==> config.mk <==
export PLATFORM = sky130hd
export DESIGN_NAME = load_store_unit
export DESIGN_NICKNAME = d
export VERILOG_FILES = /design/src/rtl/load_store_unit_pkg.sv /design/src/rtl/load_store_unit_byte_lane_unit.sv /design/src/rtl/load_store_unit.sv
export SDC_FILE = /design/constraint.sdc
export NUM_CORES = 1
export LEC_CHECK = 0
export CAP_MARGIN = 30
export CORE_AREA = 4 4 149 151
export DETAILED_ROUTE_END_ITERATION = 16
export DIE_AREA = 0 0 153 155
export MAX_ROUTING_LAYER = met4
export PLACE_DENSITY = 0.58
export SKIP_CTS_REPAIR_TIMING = 1
export SLEW_MARGIN = 30
export SYNTH_ARGS = -nofsm -noshare
export SYNTH_HDL_FRONTEND = slang
export SYNTH_HIERARCHICAL = 1
export SYNTH_SLANG_ARGS = --single-unit
==> constraint.sdc <==
create_clock -name clk -period 3.9 [get_ports clk]
set_input_delay 0.585 -clock clk [delete_from_list [all_inputs] [get_ports clk]]
set_output_delay 0.585 -clock clk [all_outputs]
set_load 0.01 [all_outputs]
==> src/rtl/load_store_unit_pkg.sv <==
// Shared encodings and request validation for the load/store unit.
// Also holds the unit's state type.
package load_store_unit_pkg;

  localparam logic [1:0] SZ_BYTE = 2'b00;
  localparam logic [1:0] SZ_HALF = 2'b01;
  localparam logic [1:0] SZ_WORD = 2'b10;

  typedef enum logic [1:0] {
    IDLE = 2'b00,
    RD   = 2'b01,
    WR   = 2'b10,
    RESP = 2'b11
  } lsu_state_e;

  // A request is rejected for a reserved size, misalignment, or an address past the memory.
  function automatic logic req_error(input logic [1:0] size, input logic [31:0] addr,
                                     input int unsigned mem_bytes);
    logic bad;
    bad = 1'b0;
    if (size == 2'b11) bad = 1'b1;
    if (size == SZ_HALF && addr[0]) bad = 1'b1;
    if (size == SZ_WORD && addr[1:0] != 2'b00) bad = 1'b1;
    if (addr >= 32'(mem_bytes)) bad = 1'b1;
    return bad;
  endfunction

endpackage

==> src/rtl/load_store_unit_byte_lane_unit.sv <==
// Little-endian lane handling: extracts sub-word load values and merges
// sub-word store data into a full memory word.
module byte_lane_unit
  import load_store_unit_pkg::*;
(
  input  logic [31:0] word,
  input  logic [31:0] wdata,
  input  logic [1:0]  lane,
  input  logic [1:0]  size,
  input  logic        sign_ext,
  output logic [31:0] load_data,
  output logic [31:0] store_word
);

  logic [7:0]  byte_val;
  logic [15:0] half_val;

  always_comb begin
    byte_val   = word[{lane, 3'b000} +: 8];
    half_val   = word[{lane[1], 4'b0000} +: 16];
    load_data  = word;
    store_word = wdata;
    case (size)
      SZ_BYTE: begin
        load_data  = {{24{sign_ext & byte_val[7]}}, byte_val};
        store_word = word;
        store_word[{lane, 3'b000} +: 8] = wdata[7:0];
      end
      SZ_HALF: begin
        load_data  = {{16{sign_ext & half_val[15]}}, half_val};
        store_word = word;
        store_word[{lane[1], 4'b0000} +: 16] = wdata[15:0];
      end
      default: begin
        load_data  = word;
        store_word = wdata;
      end
    endcase
  end

endmodule

==> src/rtl/load_store_unit.sv <==
// Load/store initiator for a word-only data memory; sub-word stores are
// performed as read-modify-write. All outputs except req_ready are registered.
module load_store_unit
  import load_store_unit_pkg::*;
#(
  parameter int unsigned MEM_BYTES = 256
) (
  input  logic        clk,
  input  logic        reset,
  input  logic        req_valid,
  output logic        req_ready,
  input  logic        req_write,
  input  logic [1:0]  req_size,
  input  logic        req_signed,
  input  logic [31:0] req_addr,
  input  logic [31:0] req_wdata,
  output logic        resp_valid,
  output logic [31:0] resp_rdata,
  output logic        resp_err,
  output logic [31:0] mem_addr,
  output logic [31:0] mem_wdata,
  output logic        mem_read,
  input  logic [31:0] mem_rdata,
  output logic        mem_write
);

  lsu_state_e  state;
  logic [1:0]  lane_q;
  logic [1:0]  size_q;
  logic        signed_q;
  logic        write_q;
  logic [31:0] wdata_q;
  logic [31:0] lane_load;
  logic [31:0] lane_store;

  assign req_ready = (state == IDLE) && !reset;

  // The read word is consumed straight off mem_rdata at the end of RD, so the
  // merged store word and the extracted load value are registered directly.
  byte_lane_unit u_lanes (
    .word       (mem_rdata),
    .wdata      (wdata_q),
    .lane       (lane_q),
    .size       (size_q),
    .sign_ext   (signed_q),
    .load_data  (lane_load),
    .store_word (lane_store)
  );

  always_ff @(posedge clk) begin
    if (reset) begin
      state      <= IDLE;
      lane_q     <= '0;
      size_q     <= '0;
      signed_q   <= 1'b0;
      write_q    <= 1'b0;
      wdata_q    <= '0;
      mem_read   <= 1'b0;
      mem_write  <= 1'b0;
      mem_addr   <= '0;
      mem_wdata  <= '0;
      resp_valid <= 1'b0;
      resp_rdata <= '0;
      resp_err   <= 1'b0;
    end else begin
      mem_read   <= 1'b0;
      mem_write  <= 1'b0;
      resp_valid <= 1'b0;
      resp_rdata <= '0;
      resp_err   <= 1'b0;
      case (state)
        IDLE: begin
          if (req_valid) begin
            lane_q   <= req_addr[1:0];
            size_q   <= req_size;
            signed_q <= req_signed;
            write_q  <= req_write;
            wdata_q  <= req_wdata;
            if (req_error(req_size, req_addr, MEM_BYTES)) begin
              state      <= RESP;
              resp_valid <= 1'b1;
              resp_err   <= 1'b1;
            end else if (req_write && req_size == SZ_WORD) begin
              state     <= WR;
              mem_write <= 1'b1;
              mem_addr  <= {req_addr[31:2], 2'b00};
              mem_wdata <= req_wdata;
            end else begin
              state    <= RD;
              mem_read <= 1'b1;
              mem_addr <= {req_addr[31:2], 2'b00};
            end
          end
        end
        RD: begin
          if (write_q) begin
            state     <= WR;
            mem_write <= 1'b1;
            mem_wdata <= lane_store;
          end else begin
            state      <= RESP;
            resp_valid <= 1'b1;
            resp_rdata <= lane_load;
          end
        end
        WR: begin
          state      <= RESP;
          resp_valid <= 1'b1;
        end
        default: state <= IDLE;
      endcase
    end
  end

endmodule

Word level (Yosys, flattened, before mapping)
Index checks and enable logic that the tools add are counted.
W data, S select, Z words.
Storage, ports and cells
  register bits: 138
  output and inout port bits: 101
  word-level logic and storage cells: 84
Operators by class
  equality and inequality tests: 10
  add/sub/neg operators: 2
  mux-type cells: 31
  order comparisons: 1
  bitwise operators: 6
  shift operators: 6
  reduce and logical (&&, ||, !) cells: 15
Operator list (number)
  $pmux W32 S2: 3
  $mux W32: 4
  $bwmux W32: 2
  $ge A32 B9 Y1 const B: 1
  $shift A16 B7 Y32 const A: 1
  $shift A8 B7 Y32 const A: 1
  $shiftx A16 B7 Y32: 1
  $shiftx A32 B6 Y16: 1
  $shiftx A32 B6 Y8: 1
  $shiftx A8 B7 Y32: 1
  $mux W1: 16
  $neg A5 Y7: 2
  $eq A2 B1 Y1 const B: 3
  $eq A2 B2 Y1 const B: 3
  $mux W2: 3
  $ne A2 B2 Y1 const B: 3
  $pmux W2 S3: 1
  $reduce_and A5 Y1: 1
  $logic_and A1 B1 Y1: 4
  $logic_not A2 Y1: 2
  $not A1 Y1: 4
  $reduce_bool A2 Y1: 2
  $reduce_or A4 Y1: 1
  $pmux W1 S3: 1
  other kinds (8): 9

Depth between registers and ports, before layout
  word-level depth: 11
  mapped depth: 9
  depth with buffers taken out: 7

Cells and area by module
The synthesis kept the hierarchy.
By module, submodules not included
  load_store_unit: instances 1, area an instance 5108.6 um2, sequential area each 2762.6 um2, cells an instance 520
  byte_lane_unit: instances 1, area an instance 1910.6 um2, sequential area each 0.0 um2, cells an instance 288

Worst setup path after synthesis
OpenSTA, ideal clock, no wires.
  path type: register to register
  from: reg lane_q[1]
  to: reg mem_wdata[24]
  path slack: 1.672 ns
  cell stages (with the launch flop): 10
  arrival time: 2.141 ns
  path buffers: 2
  clock period less this slack: 2.228 ns
  data required time: 3.813 ns
  cells stage by stage: dfxtp_1 buf_2 clkinv_1 ha_1 nor4bb_1 and4_1 buf_2 a221o_1 o22ai_1 a221oi_2
On the way
  cells in the longest elaborated chain, start to end: 6
  elaborated cells on any way between the ends: 11
  classes of those cells: 2 x add/sub; 4 x shift; 5 x mux
RTL lines
  from (decl): RTL line load_store_unit.sv:28  | logic [1:0] lane_q;
  from (signal assigned): RTL line load_store_unit.sv:74  | lane_q <= req_addr[1:0];
  $neg A5 Y7 (on tied branches): RTL line load_store_unit_byte_lane_unit.sv:32, load_store_unit_byte_lane_unit.sv:27
  $shiftx A16 B7 Y32, or another cell as far along: RTL line load_store_unit_byte_lane_unit.sv:32  | store_word[{lane[1], 4'b0000} +: 16] = wdata[15:0];
  $bwmux W32 (on tied branches): RTL line load_store_unit_byte_lane_unit.sv:32, load_store_unit_byte_lane_unit.sv:27
  $pmux W32 S2 (*): RTL line load_store_unit_byte_lane_unit.sv:23  | case (size)
  named net lane_store[24]: RTL line load_store_unit.sv:34  | logic [31:0] lane_store;
  $mux W32 (*): RTL line load_store_unit.sv:96  | if (write_q) begin
  $pmux W32 S2 (*): RTL line load_store_unit.sv:71  | case (state)
  to (signal assigned): RTL line load_store_unit.sv:87  | mem_wdata <= req_wdata;
  to (signal assigned): RTL line load_store_unit.sv:99  | mem_wdata <= lane_store;
  to (decl): RTL line load_store_unit.sv:21  | output logic [31:0] mem_wdata,
The timed path passes the listed nets; every way through them passes the cells marked *. The select of a mux whose other input is x is not followed.
A chain may end at the register's enable or synchronous reset.

Worst setup path after layout
Ends and elaborated chain as after synthesis.

==> results.py <==
metrics = {
    "clocking": {
        "cts_buffers": 17,
        "cts.clk_slew.worst_paths_ns": 0.06,
        "cts.sinks": 138,
        "cts-root-buf": "clkbuf_16",
        "clockBufferDepth": 2,
        "clock_latency_ns": 0.42,
        "cts_tree": "yes",
        "htreeDepth": 4,
    },
    "logic_synthesis": {
        "yosysTopAreaCellShare_pct": 39.4,
        "synth_top_flop_cell": "dfxtp_1",
        "ys_seq_area_share_pct": 39.4,
        "ys_warn_count": 6,
        "synth_area_mm2": 0.00702,
        "synth_area_leaders": "dfxtp_1, a221oi_2, nand2_1",
        "synthCells": 808,
        "syn_avg_cell_area_um2": 8.69,
        "synth-async-reset-ratio_pct": 0,
        "synth_edf_count": 0,
        "ys_seq_elements": 138,
        "yosysUniqueCellTypes": 56,
        "yosysTopAreaCell": "dfxtp_1",
    },
    "floorplan": {
        "io_pins": 204,
        "core_area_mm2": 0.0208,
        "die_height_um": 155,
        "rows": 53,
        "start_util_pct": 33.7,
        "die_x_um": 153,
        "dieArea_mm2": 0.0237,
    },
    "layout": {
        "diodes": 0,
        "fill_cells": 2061,
        "drive_gt1_share_pct": 10.1,
        "area_growth_pct": 39.7,
        "layout.nets": 1087,
    },
    "grt": {
        "first_global_vias": 6284,
        "antenna_found_initial": 0,
        "grt_max_degree": 82,
        "grt_pass1_wl_um": 37000,
        "grt_use_total_pct": 20.4,
        "grt_overflow": 0,
    },
    "power_and_ir_drop": {
        "switching_power_uw": 1960,
        "p_leak_uw": 0.00352,
        "total_power_uw": 5580,
        "vdd_drop_max_v": 0.000280,
        "intPower_uw": 3620,
        "p_sw_share_pct": 35.2,
        "p_per_area_mw_per_mm2": 570,
        "p_comb_share_pct": 36.6,
        "seqPwrFrac_pct": 32.3,
        "clkPwrFrac_pct": 31.1,
    },
    "timing": {
        "setup_violations": 0,
        "hold_viol_final": 0,
        "setup_tns_ns": 0,
        "worst_pin_slew_ns": 0.948,
        "max_freq_ghz": 0.372,
        "clock_skew_ns": 0.0126,
        "rsz0062_at_grt": "no",
        "maxSlewViolCount": 0,
        "post-route-min-period_ns": 2.69,
        "maxSlewHeadroom_pct": 36.3,
        "post-route-period-util_pct": 68.9,
    },
    "worst_setup_path": {
        "crit_type": "register to register",
        "cp-end-kind": "register",
        "r2r-start": "lane_q[1]$_SDFFE_PP0P_",
        "arrival_ns": 3.03,
        "cp.required_ns": 4.24,
        "crit_fanout": 11,
        "crit_start": "lane_q[1]$_SDFFE_PP0P_",
        "start_kind": "register",
    },
    "drt": {
        "ant_nets": 0,
        "route.detailed.drc": 0,
        "wire_per_inst_um": 19.2,
        "firstDrtPassIters": 5,
        "wirelength_um": 24300,
        "drt_iter0_markers": 592,
        "viasPerCell": 5.31,
        "num_vias": 6703,
    },
    "place": {
        "gp_congestion": 0.875,
        "portBuffers": 201,
        "dp_hpwl_um": 17400,
    },
    "job": {
        "max_cap_viol_count": 0,
    },
    "worst_hold_path": {
        "hp-start": "reset",
        "hold_path_class": "primary input to register",
    },
    "outcome": {
        "outcome": "finished clean",
    },
}
-- placed cells by master, fill, tap and decap left out, types with 4 or more instances in the layout --
cell type,n
a21oi_1,55
nor2b_1,15
bufinv_16,4
and4_1,4
a22o_1,31
nand4_1,15
nand2b_1,5
nor3_1,6
dfxtp_1,136
nor3b_1,9
o221ai_1,7
o31ai_1,8
nand2_1,120
a211o_1,9
nor2_1,48
a221o_1,15
and2_1,71
a221oi_2,30
mux2i_1,15
o21ai_0,49
clkdlybuf4s50_1,200
o22ai_1,32
inv_1,6
clkbuf_16,17
ha_1,9
nor4_2,6
buf_4,16
-- layout make-up --
type | count | area, µm² | area share (%)
clock buffer | 21 | 460 | 4.70
clock inverter | 11 | 168 | 1.71
inverter | 8 | 30.0 | 0.306
multi-input combinational | 592 | 3890 | 39.7
sequential | 138 | 2770 | 28.2
tap | 275 | 344 | 3.51
timing repair buffer | 218 | 2140 | 21.9
-- path summary, 6_finish.rpt --
path | end | slack [ns] | depth (start not counted)
min | resp_valid$_SDFF_PP0_ | 0.40 | 2
max | mem_wdata[24]$_SDFFE_PP0P_ | 1.21 | 7
min reg2reg | mem_addr[11]$_SDFFE_PP0P_ | 0.45 | 1
max reg2reg | mem_wdata[24]$_SDFFE_PP0P_ | 1.21 | 7
-- logic make-up after synthesis --
kind of cell / after synthesis / synth area share (%)
AO/OA/AOI/OAI: 252 / 27.9
adder cells (fa/ha/maj): 9 / 1.60
buffers and inverters: 79 / 5.38
flip-flops: 138 / 39.4
multiplexers: 19 / 2.87
other: 1 / 0.0534
AND/OR/NAND/NOR: 310 / 22.9
-- per-layer routing --
layer / global-route usage [%] / wire [µm] / up-vias
met1: 30.2 / 12300 / 3140
met3: 3.70 / 1440 / 20
met2: 28.8 / 10200 / 261
met4: 4.92 / 257 / 0
li1: - / - / 3282
met5: - / 0 / -
-- metrics by stage --
stage / std cells / worst slack [ns] / hold WS (ns) / cell area (µm²) / util (%)
after global placement: 1230 / 0.890 / 0.441 / 9150 / 44.0
after global routing: 1263 / 1.05 / 0.402 / 9810 / 47.1
final: 1263 / 1.21 / 0.404 / 9810 / 47.1
after CTS: 1263 / 1.24 / 0.370 / 9800 / 47.0
after detailed placement: 1231 / 0.879 / 0.443 / 9170 / 44.0
after floorplan: 809 / 1.67 / 0.436 / 7020 / -
-- flip-flops by register name, summed over array words and instances (netlist names) --
register,flops
resp_err,1
resp_valid,1
mem_addr,30
resp_rdata,32
mem_read,1
mem_wdata,32
size_q,2
lane_q,2
state,2
write_q,1
wdata_q,32
signed_q,1
mem_write,1
-- power groups by stage --
| stage | logic (µW) | registers, µW | clock network (µW) |
|---|---|---|---|
| detailed placement | 2020 | 1830 | 0 |
| CTS | 2030 | 1800 | 1770 |
| finish | 2040 | 1800 | 1740 |
| floorplan | 1270 | 1830 | 0 |
| global placement | 2010 | 1830 | 0 |
| global route | 2220 | 1830 | 1830 |
-- synth_stat cells, types with 6 or more instances --
| cell | count |
|---|---|
| buf_2 | 20 |
| nor2_1 | 49 |
| dfxtp_1 | 138 |
| nor3_1 | 6 |
| and2_1 | 71 |
| mux2i_1 | 15 |
| a211o_1 | 9 |
| clkbuf_1 | 35 |
| o31ai_1 | 8 |
| nor3b_1 | 9 |
| nand2_1 | 120 |
| a21oi_1 | 55 |
| ha_1 | 9 |
| buf_4 | 7 |
| inv_1 | 6 |
| o221ai_1 | 7 |
| nor2b_1 | 15 |
| a221oi_2 | 30 |
| nand4_1 | 15 |
| nor4_2 | 6 |
| o22ai_1 | 32 |
| a221o_1 | 15 |
| a22o_1 | 31 |
| o21ai_0 | 49 |
-- critical path: stages, from the launching register on --
cell      delay [ns]
dfxtp_2         0.37
clkinv_1        0.34
ha_1            0.38
nor4bb_1        0.40
and4_1          0.44
a221o_1         0.26
o22ai_1         0.12
a221oi_2        0.29
No activity file was read; power rests on OpenSTA's default activity.
